File: src/rtl/uart_tx_frame.sv
`timescale 1ns/1ps
// uart_tx_frame
// UART transmitter with an internal baud divider, a valid/ready input
// handshake and a configurable frame: start bit, DATA_BITS data bits sent
// LSB first, an optional parity bit, then STOP_BITS stop bits.
//
// Build option: define UART_TX_PARITY_EN to insert a parity bit after the
// data bits (even parity by default, odd when PARITY_ODD = 1). Without the
// macro there is no parity state and PARITY_ODD has no effect.
//
// Ports
//   clk          system clock
//   rst_n        asynchronous active-low reset
//   tx_valid     frame request; tx_data is valid while high
//   tx_data      payload, DATA_BITS wide, sent LSB first
//   tx_ready     high in IDLE; the block can accept a frame
//   tx_busy      high while a frame is on the line
//   tx_done      one-clock pulse during the final clock of the last stop bit
//   uart_tx      registered serial line, idles high
//   dbg_state_o  current FSM state (debug observation only)
//
// Handshake: a frame is accepted on the clock edge where tx_valid && tx_ready.
// tx_data is copied into the shift register on that edge. A tx_valid seen
// while tx_ready is low is dropped, not queued. The source keeps tx_valid
// high until it sees tx_ready.
module uart_tx_frame #(
  parameter int CLK_FREQ   = 12000000,
  parameter int BAUD       = 115200,
  parameter int DATA_BITS  = 8,
  parameter int STOP_BITS  = 1,
  parameter int PARITY_ODD = 0
) (
  input  logic                 clk,
  input  logic                 rst_n,
  input  logic                 tx_valid,
  input  logic [DATA_BITS-1:0] tx_data,
  output logic                 tx_ready,
  output logic                 tx_busy,
  output logic                 tx_done,
  output logic                 uart_tx,
  output logic [2:0]           dbg_state_o
);

  // Bit period in clocks, rounded to the nearest integer.
  localparam int DIV = (CLK_FREQ + BAUD / 2) / BAUD;
  localparam int CW  = (DIV > 1) ? $clog2(DIV) : 1;

  if (DIV < 2) begin : g_bad_div
    $error("uart_tx_frame: bit period DIV must be at least 2 clocks");
  end
  if (DATA_BITS < 5 || DATA_BITS > 9) begin : g_bad_data_bits
    $error("uart_tx_frame: DATA_BITS must be in 5..9");
  end
  if (STOP_BITS < 1 || STOP_BITS > 2) begin : g_bad_stop_bits
    $error("uart_tx_frame: STOP_BITS must be 1 or 2");
  end
  if (PARITY_ODD != 0 && PARITY_ODD != 1) begin : g_bad_parity_odd
    $error("uart_tx_frame: PARITY_ODD must be 0 or 1");
  end

  localparam logic [2:0] IDLE   = 3'd0;
  localparam logic [2:0] START  = 3'd1;
  localparam logic [2:0] DATA   = 3'd2;
`ifdef UART_TX_PARITY_EN
  localparam logic [2:0] PARITY = 3'd3;
`endif
  localparam logic [2:0] STOP   = 3'd4;

  logic [2:0]           state_q, state_d;
  logic [CW-1:0]        cnt_q, cnt_d;
  logic [3:0]           idx_q, idx_d;
  logic [DATA_BITS-1:0] shift_q, shift_d;
  logic                 tx_q, tx_d;
  logic                 bit_end;
`ifdef UART_TX_PARITY_EN
  logic                 parity_q, parity_d;
`endif

  assign bit_end = (cnt_q == CW'(DIV - 1));

  always_comb begin
    state_d = state_q;
    cnt_d   = cnt_q;
    idx_d   = idx_q;
    shift_d = shift_q;
`ifdef UART_TX_PARITY_EN
    parity_d = parity_q;
`endif

    // The baud counter only runs inside a frame, so the start bit begins
    // on the clock right after acceptance with no phase jitter.
    if (state_q == IDLE) begin
      cnt_d = '0;
    end else begin
      cnt_d = bit_end ? '0 : cnt_q + CW'(1);
    end

    case (state_q)
      IDLE: begin
        idx_d = 4'd0;
        if (tx_valid) begin
          shift_d = tx_data;
          state_d = START;
`ifdef UART_TX_PARITY_EN
          parity_d = (^tx_data) ^ 1'(PARITY_ODD);
`endif
        end
      end
      START: begin
        if (bit_end) begin
          state_d = DATA;
          idx_d   = 4'd0;
        end
      end
      DATA: begin
        if (bit_end) begin
          shift_d = shift_q >> 1;
          if (idx_q == 4'(DATA_BITS - 1)) begin
            idx_d = 4'd0;
`ifdef UART_TX_PARITY_EN
            state_d = PARITY;
`else
            state_d = STOP;
`endif
          end else begin
            idx_d = idx_q + 4'd1;
          end
        end
      end
`ifdef UART_TX_PARITY_EN
      PARITY: begin
        if (bit_end) begin
          state_d = STOP;
          idx_d   = 4'd0;
        end
      end
`endif
      STOP: begin
        if (bit_end) begin
          if (idx_q == 4'(STOP_BITS - 1)) begin
            state_d = IDLE;
            idx_d   = 4'd0;
          end else begin
            idx_d = idx_q + 4'd1;
          end
        end
      end
      default: begin
        state_d = IDLE;
        idx_d   = 4'd0;
      end
    endcase

    // The line level is decoded from the next state so the registered
    // output changes on the same edge as the state.
    case (state_d)
      START:   tx_d = 1'b0;
      DATA:    tx_d = shift_d[0];
`ifdef UART_TX_PARITY_EN
      PARITY:  tx_d = parity_q;
`endif
      default: tx_d = 1'b1;
    endcase
  end

  always_ff @(posedge clk or negedge rst_n) begin
    if (!rst_n) begin
      state_q <= IDLE;
      cnt_q   <= '0;
      idx_q   <= 4'd0;
      shift_q <= '0;
      tx_q    <= 1'b1;
    end else begin
      state_q <= state_d;
      cnt_q   <= cnt_d;
      idx_q   <= idx_d;
      shift_q <= shift_d;
      tx_q    <= tx_d;
    end
  end

`ifdef UART_TX_PARITY_EN
  always_ff @(posedge clk or negedge rst_n) begin
    if (!rst_n) begin
      parity_q <= 1'b0;
    end else begin
      parity_q <= parity_d;
    end
  end
`endif

  assign tx_ready    = (state_q == IDLE);
  assign tx_busy     = !tx_ready;
  assign tx_done     = (state_q == STOP) && bit_end && (idx_q == 4'(STOP_BITS - 1));
  assign uart_tx     = tx_q;
  assign dbg_state_o = state_q;

endmodule

File: config.mk
export PLATFORM = sky130hd
export DESIGN_NAME = uart_tx_frame
export DESIGN_NICKNAME = d
export VERILOG_FILES = /design/src/rtl/uart_tx_frame.sv
export SDC_FILE = /design/constraint.sdc
export NUM_CORES = 1
export LEC_CHECK = 0
export CORE_AREA = 10 10 63 65
export CTS_CLUSTER_SIZE = 24
export DETAILED_ROUTE_END_ITERATION = 12
export DIE_AREA = 0 0 73 75
export GPL_TIMING_DRIVEN = 0
export PLACE_DENSITY = 0.68
export SETUP_SLACK_MARGIN = 0.1
export SLEW_MARGIN = 20
export SYNTH_ARGS = -nofsm -noshare
export SYNTH_HDL_FRONTEND = slang
export SYNTH_SLANG_ARGS = --single-unit
File: constraint.sdc
create_clock -name clk -period 1.6 [get_ports clk]
set_clock_uncertainty 0.05 [all_clocks]
set_input_delay 0.24 -clock clk [delete_from_list [all_inputs] [get_ports clk]]
set_output_delay 0.24 -clock clk [all_outputs]
set_load 0.05 [all_outputs]
==> flow_metrics.py, run 1 <==
metrics = {
    "worst_setup_path": {
        "crit_fanout": 2,
        "required_ps": 1310,
        "worstSetupStartpoint": "cnt_q[1]$_DFF_PN0_",
        "endpoint_kind": "output pin",
        "startpoint_type": "flip-flop",
        "cp.arrival_ps": 1650,
        "crit_type": "reg -> out",
        "r2r-start": "dbg_state_o[1]$_DFF_PN0_",
    },
    "global_routing": {
        "track_usage": 0.120,
        "grt_pass1_wl_mm": 5.19,
        "grt_start_max_net_pins": 24,
        "antenna_found_initial": 0,
        "grt_pass1_vias": 1146,
        "gr-total-overflow": 0,
    },
    "placed_design": {
        "dpl-instance-area_um2": 1500,
        "pre_cts_slack_ps": -826,
        "io_buffer_count": 17,
        "gp_congestion": 0.759,
        "post-dp-hpwl_mm": 2.08,
    },
    "layout": {
        "drive_gt1_frac": 0.522,
        "final_core_util": 0.749,
        "diodes": 0,
        "final_cell_area_um2": 2030,
        "syn_to_final_growth_pct": 61.7,
        "nets": 193,
    },
    "timing": {
        "setup_viol": 22,
        "period_share": 1.21,
        "max_freq_mhz": 515,
        "finalWorstSetupSlack_ps": -342,
        "timing.final.max_slew_violations": 0,
        "tightest_slew_ps": 535,
        "slew_headroom": 0.643,
        "grt_setup_unrepaired": "true",
        "hold_violations": 0,
        "whs_ps": 374,
        "period_needed_ps": 1940,
    },
    "yosys": {
        "ys_seq_area_frac": 0.460,
        "ys_warn_count": 0,
        "synth_area_leader_cell": "dfrtp_1",
        "synth_ff_type": "dfrtp_1",
        "yosysUniqueCellTypes": 44,
        "synth_edf_count": 0,
        "syn_inst": 124,
        "async_reset_ff_frac": 1.00,
        "netlist_area_um2": 1250,
        "synth_common_cells": "dfrtp_1 (22), nand2_1 (18), inv_1 (7)",
        "postSynthAreaPerCell_um2": 10.1,
        "yosys-top-cells-area": "dfrtp_1 (44%), nand2_1 (5.4%), a22oi_1 (3.6%), ha_1 (3.0%), a2111oi_4 (2.2%)",
        "yosysMostFrequentCell": "dfrtp_1",
        "synth_top_area_share": 0.439,
        "synth_nets": 138,
        "synth_seq_cells": 23,
    },
    "route": {
        "via_per_inst": 5.47,
        "routed_wirelength_mm": 3.50,
        "first_iter_violations": 56,
        "drt-pass1-iter-count": 4,
        "drc_errors": 0,
        "dr_total_vias": 1143,
        "drtAntennaViolNets": 0,
        "routedWlPerCell_um": 16.8,
    },
    "clocking": {
        "cts_tree": "yes",
        "cts.path.max_buffers": 2,
        "htreeDepth": 1,
        "clk_pin_slew_ps": 130,
        "clock_sink_count": 23,
        "numCtsBuffers": 3,
        "clk_latency_ps": 310,
        "cts-root-buf": "clkbuf_4",
    },
    "power_and_ir_drop": {
        "ir_drop_v": 0.000422,
        "finalPower_mw": 0.916,
        "power_leakage_nw": 0.870,
        "powerDensity_nw_per_um2": 451,
    },
    "run_status": {
        "status": "finished, violations left",
        "failed_checks": "negative setup slack",
    },
    "floorplan": {
        "io_pins": 18,
        "die-width_um": 73,
        "core_um2": 2710,
        "rows": 19,
        "initial_utilization": 0.463,
        "fp.dieH_um": 75,
        "dieArea_um2": 5480,
    },
    "run": {
        "maxCapViolCount": 0,
    },
    "min_path": {
        "hold_path.class": "in -> async",
    },
}
[layout make-up]
| cell class | instances | area, um2 |
|---|---|---|
| Buffer | 4 | 37.5 |
| Multi-Input combinational cell | 90 | 848 |
| Clock inverter | 1 | 5.00 |
| Inverter | 7 | 30.0 |
| Timing Repair Buffer | 50 | 465 |
| Fill cell | 195 | 681 |
| Sequential cell | 23 | 582 |
| Clock buffer | 3 | 22.5 |
| Tap cell | 31 | 38.8 |
[kinds of logic (layout without fill, tap and decap cells)]
kind of cell               Yosys count  after routing  share of synthesized area
AOI/OAI and AO/OA                   30             30                      0.192
xor gates and xnor gates             5              5                     0.0349
adders and majority gates            3              3                     0.0299
buffers and inverters               11             65                     0.0399
DFF                                 23             23                      0.460
and+or+nand+nor                     52             52                      0.243
[per-stage QoR]
step           TNS (ps)  std cells
3_3_place_gp      -4690        172
4_1_cts           -1820        189
5_1_grt           -4100        209
2_1_floorplan     -1800        124
3_5_place_dp      -4370        172
6_report          -2670        209
[layout by cell type, fill, tap and decap left out, types with 4 or more instances in the layout]
master / Yosys / final
dfrtp_1: 22 / 18
buf_8: 0 / 4
nand2_1: 18 / 10
nand2_2: 0 / 7
a22oi_1: 6 / 5
clkdlybuf4s50_1: 0 / 9
buf_2: 1 / 4
or3b_4: 1 / 4
dfrtp_2: 0 / 4
nor2_1: 6 / 5
inv_1: 7 / 6
buf_4: 2 / 20
buf_6: 0 / 14
[worst paths after layout]
kind	endpoint	depth (start not counted)	slack [ps]
setup reg to reg	shift_q[0]$_DFF_PN0_	8	-200
hold / removal	idx_q[3]$_DFFE_PN0P_	2	370
min in group clk	shift_q[7]$_DFFE_PN0P_	3	420
max in group asynchronous	dbg_state_o[1]$_DFF_PN0_	2	730
setup / recovery	tx_done	6	-340
hold reg to reg	shift_q[6]$_DFFE_PN0P_	2	450
[critical path, cell delays in order (launching register included)]
cell and delay [ps]:
dfrtp_1 410, ha_4 160, and3_4 200, nand3_4 80
buf_6 140, nor3_4 180, buf_6 180
[flip-flops by register name (all words and copies together) (netlist names)]
signal / flops
idx_q: 4
dbg_state_o: 3
shift_q: 8
cnt_q: 7
uart_tx: 1
[what timing repair did]
action / in CTS / in global routing
hold buffers: 0 / 1
pin swaps: 7 / 15
hold endpoints to repair: 0 / 22
gates resized for setup: 60 / 38
endpoints found under the setup margin: 26 / 25
buffers inserted: 13 / 19
gates cloned: 0 / 0
[power by group]
part           switching, mW  internal [mW]
logic                 0.0217         0.0282
registers            0.00694          0.592
clock network          0.174         0.0934
total                  0.203          0.713
[metal layers]
metal,GRT usage,vias to the layer above,part of all wire
met5,0,-,0
met4,0.0316,0,0.015
met3,0.0486,6,0.061
met2,0.198,26,0.52
met1,0.140,555,0.40
li1,-,556,-
Note: power is estimated with default switching activity, not from simulation.
==> inputs of run 2 (changes only) <==
CAP_MARGIN = 20   (was default)
HOLD_SLACK_MARGIN = 0.02   (was default)
==> results of run 2 <==
Same layout as run 1: the final DEF is identical, and so are final timing and power.
